===== src/rtl/sprite_reg_bank.sv =====
// sprite_reg_bank: shadow/active sprite attribute store with a vblank-triggered commit.
// Ports:
//   clk, reset (async, active-low)
//   wr_en/wr_sel/wr_x/wr_y/wr_vis/wr_attr/wr_pos : shadow-bank write
//   clr_all : hide every sprite in the shadow bank
//   vblank  : display timing level; its rising edge starts a commit
//   rd_sel -> rd_x/rd_y/rd_vis/rd_attr/rd_pos : registered active-bank read
//   commit_busy, pending, frame_overrun : status
module sprite_reg_bank #(
    parameter int NUM_SPRITES = 32,
    parameter int X_W = 10,
    parameter int Y_W = 9,
    localparam int SEL_W = $clog2(NUM_SPRITES)
) (
    input  logic             clk,
    input  logic             reset,
    input  logic             wr_en,
    input  logic [SEL_W-1:0] wr_sel,
    input  logic [X_W-1:0]   wr_x,
    input  logic [Y_W-1:0]   wr_y,
    input  logic             wr_vis,
    input  logic             wr_attr,
    input  logic             wr_pos,
    input  logic             clr_all,
    input  logic             vblank,
    input  logic [SEL_W-1:0] rd_sel,
    output logic [X_W-1:0]   rd_x,
    output logic [Y_W-1:0]   rd_y,
    output logic             rd_vis,
    output logic             rd_attr,
    output logic             rd_pos,
    output logic             commit_busy,
    output logic             pending,
    output logic             frame_overrun
);
    typedef enum logic {IDLE, COMMIT} state_t;
    localparam logic [SEL_W-1:0] LAST = SEL_W'(NUM_SPRITES - 1);

    logic [X_W-1:0] sh_x [NUM_SPRITES];
    logic [Y_W-1:0] sh_y [NUM_SPRITES];
    logic [NUM_SPRITES-1:0] sh_vis, sh_attr, sh_pos;
    logic [X_W-1:0] act_x [NUM_SPRITES];
    logic [Y_W-1:0] act_y [NUM_SPRITES];
    logic [NUM_SPRITES-1:0] act_vis, act_attr, act_pos;
    logic [NUM_SPRITES-1:0] dirty;
    state_t state_q, state_d;
    logic [SEL_W-1:0] idx_q, idx_d;
    logic vb_q, vb_rise, wr_ok, rd_ok, copy;

    assign vb_rise = vblank & ~vb_q;
    assign wr_ok = wr_en && (int'(wr_sel) < NUM_SPRITES);
    assign rd_ok = int'(rd_sel) < NUM_SPRITES;
    assign copy = (state_q == COMMIT) && dirty[idx_q];
    assign pending = |dirty;
    assign commit_busy = state_q == COMMIT;

    always_comb begin
        state_d = (state_q == IDLE) ? (vb_rise ? COMMIT : IDLE) : (idx_q == LAST ? IDLE : COMMIT);
        idx_d = (state_q == COMMIT && idx_q != LAST) ? idx_q + 1'b1 : '0;
    end

    always_ff @(posedge clk or negedge reset) begin
        if (!reset) begin
            state_q <= IDLE;
            idx_q <= '0;
            vb_q <= 1'b0;
            frame_overrun <= 1'b0;
        end else begin
            state_q <= state_d;
            idx_q <= idx_d;
            vb_q <= vblank;
            frame_overrun <= vb_rise && (state_q == COMMIT);
        end
    end

    // clr_all is applied first so a same-cycle write wins for its own entry.
    always_ff @(posedge clk or negedge reset) begin
        if (!reset) begin
            for (int i = 0; i < NUM_SPRITES; i++) begin
                sh_x[i] <= '0;
                sh_y[i] <= '0;
            end
            sh_vis <= '0;
            sh_attr <= '0;
            sh_pos <= '0;
        end else begin
            if (clr_all) sh_vis <= '0;
            if (wr_ok) begin
                sh_x[wr_sel] <= wr_x;
                sh_y[wr_sel] <= wr_y;
                sh_vis[wr_sel] <= wr_vis;
                sh_attr[wr_sel] <= wr_attr;
                sh_pos[wr_sel] <= wr_pos;
            end
        end
    end

    // A write landing on the entry being copied keeps its dirty bit, so the
    // pre-write value is committed now and the new one next frame.
    always_ff @(posedge clk or negedge reset) begin
        if (!reset) begin
            dirty <= '0;
        end else begin
            if (copy) dirty[idx_q] <= 1'b0;
            if (clr_all) dirty <= '1;
            if (wr_ok) dirty[wr_sel] <= 1'b1;
        end
    end

    always_ff @(posedge clk or negedge reset) begin
        if (!reset) begin
            for (int i = 0; i < NUM_SPRITES; i++) begin
                act_x[i] <= '0;
                act_y[i] <= '0;
            end
            act_vis <= '0;
            act_attr <= '0;
            act_pos <= '0;
        end else if (copy) begin
            act_x[idx_q] <= sh_x[idx_q];
            act_y[idx_q] <= sh_y[idx_q];
            act_vis[idx_q] <= sh_vis[idx_q];
            act_attr[idx_q] <= sh_attr[idx_q];
            act_pos[idx_q] <= sh_pos[idx_q];
        end
    end

    always_ff @(posedge clk or negedge reset) begin
        if (!reset) begin
            rd_x <= '0;
            rd_y <= '0;
            rd_vis <= 1'b0;
            rd_attr <= 1'b0;
            rd_pos <= 1'b0;
        end else begin
            rd_x <= rd_ok ? act_x[rd_sel] : '0;
            rd_y <= rd_ok ? act_y[rd_sel] : '0;
            rd_vis <= rd_ok && act_vis[rd_sel];
            rd_attr <= rd_ok && act_attr[rd_sel];
            rd_pos <= rd_ok && act_pos[rd_sel];
        end
    end
endmodule


===== config.mk =====
export PLATFORM = sky130hd
export DESIGN_NAME = sprite_reg_bank
export DESIGN_NICKNAME = d
export VERILOG_FILES = /design/src/rtl/sprite_reg_bank.sv
export SDC_FILE = /design/constraint.sdc
export NUM_CORES = 2
export LEC_CHECK = 0
export BUFFER_PORTS_ARGS = -buffer_cell sky130_fd_sc_hd__buf_2
export CAP_MARGIN = 15
export CORE_MARGIN = 2
export CORE_UTILIZATION = 40
export CTS_BUF_LIST = sky130_fd_sc_hd__clkbuf_4 sky130_fd_sc_hd__clkbuf_8
export DETAILED_ROUTE_END_ITERATION = 10
export SYNTH_ARGS = -nofsm -noshare
export SYNTH_HDL_FRONTEND = slang
export SYNTH_SLANG_ARGS = --single-unit

===== constraint.sdc =====
create_clock -name clk -period 2.9 [get_ports clk]
set_input_delay 0.435 -clock clk [delete_from_list [all_inputs] [get_ports clk]]
set_output_delay 0.435 -clock clk [all_outputs]
set_load 0.02 [all_outputs]

==> report_table.html <==
<table>
<tr><th>Metric</th><th>Value</th></tr>
<tr><th colspan="2">Floorplan</th></tr>
<tr><td>I/O pin total</td><td>62</td></tr>
<tr><td>Number of placement rows</td><td>149</td></tr>
<tr><td>Area of the core</td><td>165000 um2</td></tr>
<tr><td>Starting density of the core</td><td>0.402</td></tr>
<tr><td>Floorplan die width</td><td>411 um</td></tr>
<tr><td>Height of the chip</td><td>411 um</td></tr>
<tr><td>Die outline area</td><td>169000 um2</td></tr>
<tr><th colspan="2">Power and ir drop</th></tr>
<tr><td>Final Power</td><td>63500 uW</td></tr>
<tr><td>Internal Power</td><td>44000 uW</td></tr>
<tr><td>Combinational cell fraction of total power</td><td>0.290</td></tr>
<tr><td>Switching component of the power</td><td>19500 uW</td></tr>
<tr><td>Leakage power total</td><td>0.0347 uW</td></tr>
<tr><td>Sequential share of power</td><td>0.412</td></tr>
<tr><td>Power per unit of standard cell area</td><td>823 nW/um2</td></tr>
<tr><td>Worst vdd ir</td><td>0.564 mV</td></tr>
<tr><td>Relative contribution of the clock network to total power</td><td>0.298</td></tr>
<tr><td>Switching part of the total</td><td>0.307</td></tr>
<tr><th colspan="2">Worst setup path</th></tr>
<tr><td>Register-to-register path setup slack</td><td>0.03 ns</td></tr>
<tr><td>CP startpoint kind</td><td>flip-flop</td></tr>
<tr><td>Maximum net fanout on the critical path</td><td>13</td></tr>
<tr><td>Reg-to-Reg End</td><td>act_y[84]</td></tr>
<tr><td>Worst r2r path cells</td><td>9</td></tr>
<tr><td>Launching element of the worst setup path</td><td>idx_q[0]</td></tr>
<tr><td>Worst endpoint data arrival time</td><td>3.70 ns</td></tr>
<tr><td>Endpoint type of the worst setup path</td><td>flip-flop</td></tr>
<tr><td>R2R Path Start</td><td>idx_q[0]</td></tr>
<tr><td>Data required time of the critical path</td><td>3.73 ns</td></tr>
<tr><td>Endpoint of the worst setup timing path</td><td>act_y[84]</td></tr>
<tr><td>Worst Path Class, Setup</td><td>reg2reg</td></tr>
<tr><th colspan="2">Placement</th></tr>
<tr><td>Number of port buffers</td><td>61</td></tr>
<tr><td>Global placer's final weighted congestion</td><td>0.768</td></tr>
<tr><td>Placed wire-length estimate after detailed placement</td><td>107000 um</td></tr>
<tr><th colspan="2">Global route</th></tr>
<tr><td>Final global-route overflow total</td><td>0</td></tr>
<tr><td>Global-route wire length before repair</td><td>266000 um</td></tr>
<tr><td>All-layer global routing usage</td><td>0.210</td></tr>
<tr><td>Number of antenna violations at the first check in global routing</td><td>11</td></tr>
<tr><td>Maximum number of pins on one net before global-route repair</td><td>113</td></tr>
<tr><td>Vias in the first global route</td><td>40.0k</td></tr>
<tr><th colspan="2">Detailed routing</th></tr>
<tr><td>ANT nets after route</td><td>0</td></tr>
<tr><td>Total iterations of the first detailed-routing run</td><td>10</td></tr>
<tr><td>Detailed-route DRC error count</td><td>8</td></tr>
<tr><td>Number of violations reported at the end of detailed-routing iteration 0</td><td>2689</td></tr>
<tr><td>Average detailed-routed wire length per instance</td><td>25.9 um</td></tr>
<tr><td>Total Routed Length</td><td>176000 um</td></tr>
<tr><td>Number of vias in the routed layout</td><td>37.8k</td></tr>
<tr><td>Detail-routed via count per cell</td><td>5.57</td></tr>
<tr><th colspan="2">Timing</th></tr>
<tr><td>Count of pins over their slew limit</td><td>0</td></tr>
<tr><td>Maximum achievable frequency</td><td>348 MHz</td></tr>
<tr><td>Worst slew margin relative to its limit</td><td>0.416</td></tr>
<tr><td>Transition time at the pin with the least slew margin</td><td>0.876 ns</td></tr>
<tr><td>RSZ-0062 raised after global routing</td><td>true</td></tr>
<tr><td>Final hold vios</td><td>0</td></tr>
<tr><td>Final worst-path cycle share</td><td>0.990</td></tr>
<tr><td>Clock tree skew after final layout</td><td>0.0436 ns</td></tr>
<tr><td>Min Hold Slack</td><td>0.147 ns</td></tr>
<tr><td>Final-report setup violation count</td><td>0</td></tr>
<tr><td>Time the final worst path needs with I/O delays and setup</td><td>2.87 ns</td></tr>
<tr><th colspan="2">Logic synthesis</th></tr>
<tr><td>Count of flip-flops with a built-in enable after synthesis</td><td>0</td></tr>
<tr><td>Fraction of registers with async set/reset</td><td>1.00</td></tr>
<tr><td>Sequential cell area fraction in the yosys report</td><td>0.554</td></tr>
<tr><td>Syn_nets</td><td>4211</td></tr>
<tr><td>Dominant register cell in the synthesized netlist</td><td>sky130_fd_sc_hd__dfrtp_1</td></tr>
<tr><td>Count of mapped cells out of synthesis</td><td>4169</td></tr>
<tr><td>Post-Syn Area</td><td>66400 um2</td></tr>
<tr><td>Count of distinct cell types in the synthesized netlist</td><td>39</td></tr>
<tr><td>Mean instance size in the synthesized netlist</td><td>15.9 um2</td></tr>
<tr><td>Flip-flop and latch count after synthesis</td><td>1470</td></tr>
<tr><td>Synth Warn #</td><td>0</td></tr>
<tr><th colspan="2">Layout</th></tr>
<tr><td>Footprint of the multi-input gates</td><td>27900 um2</td></tr>
<tr><td>Sequential cell area</td><td>36800 um2</td></tr>
<tr><td># nets final</td><td>4440</td></tr>
<tr><td>Area growth from synthesis to final layout</td><td>16.3%</td></tr>
<tr><td>Fraction of final layout cells with drive strength greater than 1</td><td>0.577</td></tr>
<tr><td>Count of fill cells added during filler insertion</td><td>14.4k</td></tr>
<tr><th colspan="2">Outcome</th></tr>
<tr><td>Violations in the final reports</td><td>DRC</td></tr>
<tr><td>Run status</td><td>finished with violations</td></tr>
<tr><th colspan="2">CTS</th></tr>
<tr><td>CTS buffer count</td><td>235</td></tr>
<tr><td>Number of levels in the clock H-tree</td><td>4</td></tr>
<tr><td>Clock input transition at the sequential cells of the worst setup and hold paths</td><td>0.06 ns</td></tr>
<tr><td>Clock tree from TritonCTS</td><td>built</td></tr>
<tr><td>Root buf cell</td><td>sky130_fd_sc_hd__clkbuf_8</td></tr>
<tr><td>Total clock sinks</td><td>1470</td></tr>
<tr><td>Max Buffers Root-to-Sink</td><td>3</td></tr>
<tr><td>Clock latency at the later pin of the worst-skew pair</td><td>0.96 ns</td></tr>
<tr><th colspan="2">Job</th></tr>
<tr><td>Max Cap Viol</td><td>0</td></tr>
<tr><th colspan="2">Min path</th></tr>
<tr><td>HP Class</td><td>in2reg</td></tr>
</table>
power by group through the flow:
stage	registers [uW]	logic [uW]	clock network [uW]
2_1_floorplan	25900	12100	0
3_3_place_gp	26400	17600	0
3_5_place_dp	26500	17900	0
4_1_cts	26200	18000	19400
5_1_grt	26600	19600	20400
6_report	26200	18400	19000
area by class of cell:
| type | count | area share |
|---|---|---|
| diodes | 5 | 0.000162 |
| clock buffers | 399 | 0.0633 |
| multi-input cells | 2256 | 0.361 |
| clock inverters | 23 | 0.00243 |
| flip-flops and latches | 1470 | 0.477 |
| well taps | 2189 | 0.0355 |
| repair buffers | 393 | 0.0588 |
| inverters | 42 | 0.00204 |
flip-flops by register name (all words and copies together), names as in the netlist, 288 cells and up:
register / flops
act_y: 288
sh_x: 320
act_x: 320
sh_y: 288
layer usage:
layer	routed length, um	vias to the layer above	GRT usage	part of all wire
met3	8470	298	0.0401	0.048
met4	4120	10	0.0601	0.023
met1	81300	20700	0.303	0.46
met5	55	-	0	0.00031
met2	81600	814	0.324	0.46
li1	-	16000	-	-
kinds of logic (layout without fill, tap and decap cells):
kind of cell / Yosys count / count (layout) / share of synthesized area
muxes: 1789 / 1789 / 0.370
and+or+nand+nor: 265 / 265 / 0.0187
other: 0 / 5 / 0
DFF: 1470 / 1470 / 0.554
xor gates and xnor gates: 2 / 2 / 0.000264
adders and majority gates: 5 / 5 / 0.000942
buffers and inverters: 443 / 857 / 0.0309
AOI/OAI and AO/OA: 195 / 195 / 0.0249
cell usage after synthesis, types with 2 or more instances:
cell                       instances  area (um2)
sky130_fd_sc_hd__a211oi_2          2        25.0
sky130_fd_sc_hd__a211oi_4         22         440
sky130_fd_sc_hd__a21oi_2           8        70.1
sky130_fd_sc_hd__a22oi_1          88         661
sky130_fd_sc_hd__a22oi_2           2        25.0
sky130_fd_sc_hd__and2_1            5        31.3
sky130_fd_sc_hd__and3_1            2        12.5
sky130_fd_sc_hd__buf_1            16        60.1
sky130_fd_sc_hd__buf_2            63         315
sky130_fd_sc_hd__buf_4            50         375
sky130_fd_sc_hd__buf_6            16         180
sky130_fd_sc_hd__clkbuf_1        256         961
sky130_fd_sc_hd__dfrtp_1        1470       36800
sky130_fd_sc_hd__ha_1              5        62.6
sky130_fd_sc_hd__inv_1            41         154
sky130_fd_sc_hd__mux2_1            4        45.0
sky130_fd_sc_hd__mux2_2         1373       15500
sky130_fd_sc_hd__mux2i_1          16         160
sky130_fd_sc_hd__mux4_2          396        8920
sky130_fd_sc_hd__nand2_1         126         473
sky130_fd_sc_hd__nand2b_1          2        12.5
sky130_fd_sc_hd__nand3_1          25         125
sky130_fd_sc_hd__nand3b_1          9        67.6
sky130_fd_sc_hd__nand4_1          24         150
sky130_fd_sc_hd__nor2_1           40         150
sky130_fd_sc_hd__nor3_1            7        35.0
sky130_fd_sc_hd__nor3_2            2        20.0
sky130_fd_sc_hd__nor3b_1           4        30.0
sky130_fd_sc_hd__nor4_1            8        50.1
sky130_fd_sc_hd__o211ai_1         16         120
sky130_fd_sc_hd__o21ai_0          49         245
sky130_fd_sc_hd__o221ai_1          8        70.1
sky130_fd_sc_hd__or2_2             2        12.5
sky130_fd_sc_hd__or3_1             2        12.5
sky130_fd_sc_hd__or3b_1            5        43.8
sky130_fd_sc_hd__xnor2_1           2        17.5
worst min path at each step:
stage | from | end | slack [ns] | cells past startpoint
floorplan | reset | act_attr[0] | 0.14 | 0
global placement | reset | act_y[101] | 0.36 | 1
detailed placement | reset | act_y[101] | 0.36 | 1
CTS | vblank | vb_q | 0.06 | 2
global route | vblank | vb_q | 0.11 | 2
finish | vblank | vb_q | 0.15 | 2
cell usage in the layout (no fill, tap or decap), types with 6 or more instances in the layout:
cell / instances
sky130_fd_sc_hd__a211oi_4: 24
sky130_fd_sc_hd__a21oi_4: 8
sky130_fd_sc_hd__a22oi_1: 86
sky130_fd_sc_hd__buf_12: 115
sky130_fd_sc_hd__buf_2: 55
sky130_fd_sc_hd__buf_4: 167
sky130_fd_sc_hd__buf_6: 20
sky130_fd_sc_hd__clkbuf_4: 97
sky130_fd_sc_hd__clkbuf_8: 304
sky130_fd_sc_hd__clkinv_2: 14
sky130_fd_sc_hd__dfrtp_1: 1468
sky130_fd_sc_hd__dlygate4sd3_1: 25
sky130_fd_sc_hd__inv_1: 41
sky130_fd_sc_hd__mux2_2: 1373
sky130_fd_sc_hd__mux2i_1: 16
sky130_fd_sc_hd__mux4_2: 396
sky130_fd_sc_hd__nand2_1: 112
sky130_fd_sc_hd__nand2_2: 14
sky130_fd_sc_hd__nand3_1: 25
sky130_fd_sc_hd__nand3b_1: 9
sky130_fd_sc_hd__nand4_1: 24
sky130_fd_sc_hd__nor2_1: 24
sky130_fd_sc_hd__nor2_4: 16
sky130_fd_sc_hd__nor3_2: 6
sky130_fd_sc_hd__o211ai_1: 16
sky130_fd_sc_hd__o21ai_0: 49
critical path, cell delays in order, from the launching register on:
cell and delay (ns):
sky130_fd_sc_hd__dfrtp_4 0.55, sky130_fd_sc_hd__buf_4 0.20, sky130_fd_sc_hd__or3b_4 0.41, sky130_fd_sc_hd__o221ai_2 0.20, sky130_fd_sc_hd__a22oi_2 0.17, sky130_fd_sc_hd__buf_12 0.21
sky130_fd_sc_hd__a211oi_4 0.28, sky130_fd_sc_hd__buf_12 0.16, sky130_fd_sc_hd__buf_12 0.20, sky130_fd_sc_hd__mux2_2 0.35
timing repair:
item,4_1_cts,5_1_grt
resized for setup,6,35
endpoints found under the hold margin,867,0
endpoints found under the setup margin,117,277
pin swaps,1,13
cloned,0,5
setup buffers,2,16
hold buffers,26,0
per-stage QoR:
step           utilization  std cells  worst slack (ns)  instance area [um2]  setup TNS (ns)
6_report             0.468       6777            0.0298                77200               0
5_1_grt              0.468       6773           -0.0403                77200          -0.304
4_1_cts              0.466       6751            0.0143                76800               0
3_5_place_dp         0.433       6301           -0.0856                71400           -4.43
3_3_place_gp         0.433       6301            -0.115                71400           -5.98
2_1_floorplan            -       4169             0.149                66400               0
(Power assumes the default switching activity.)
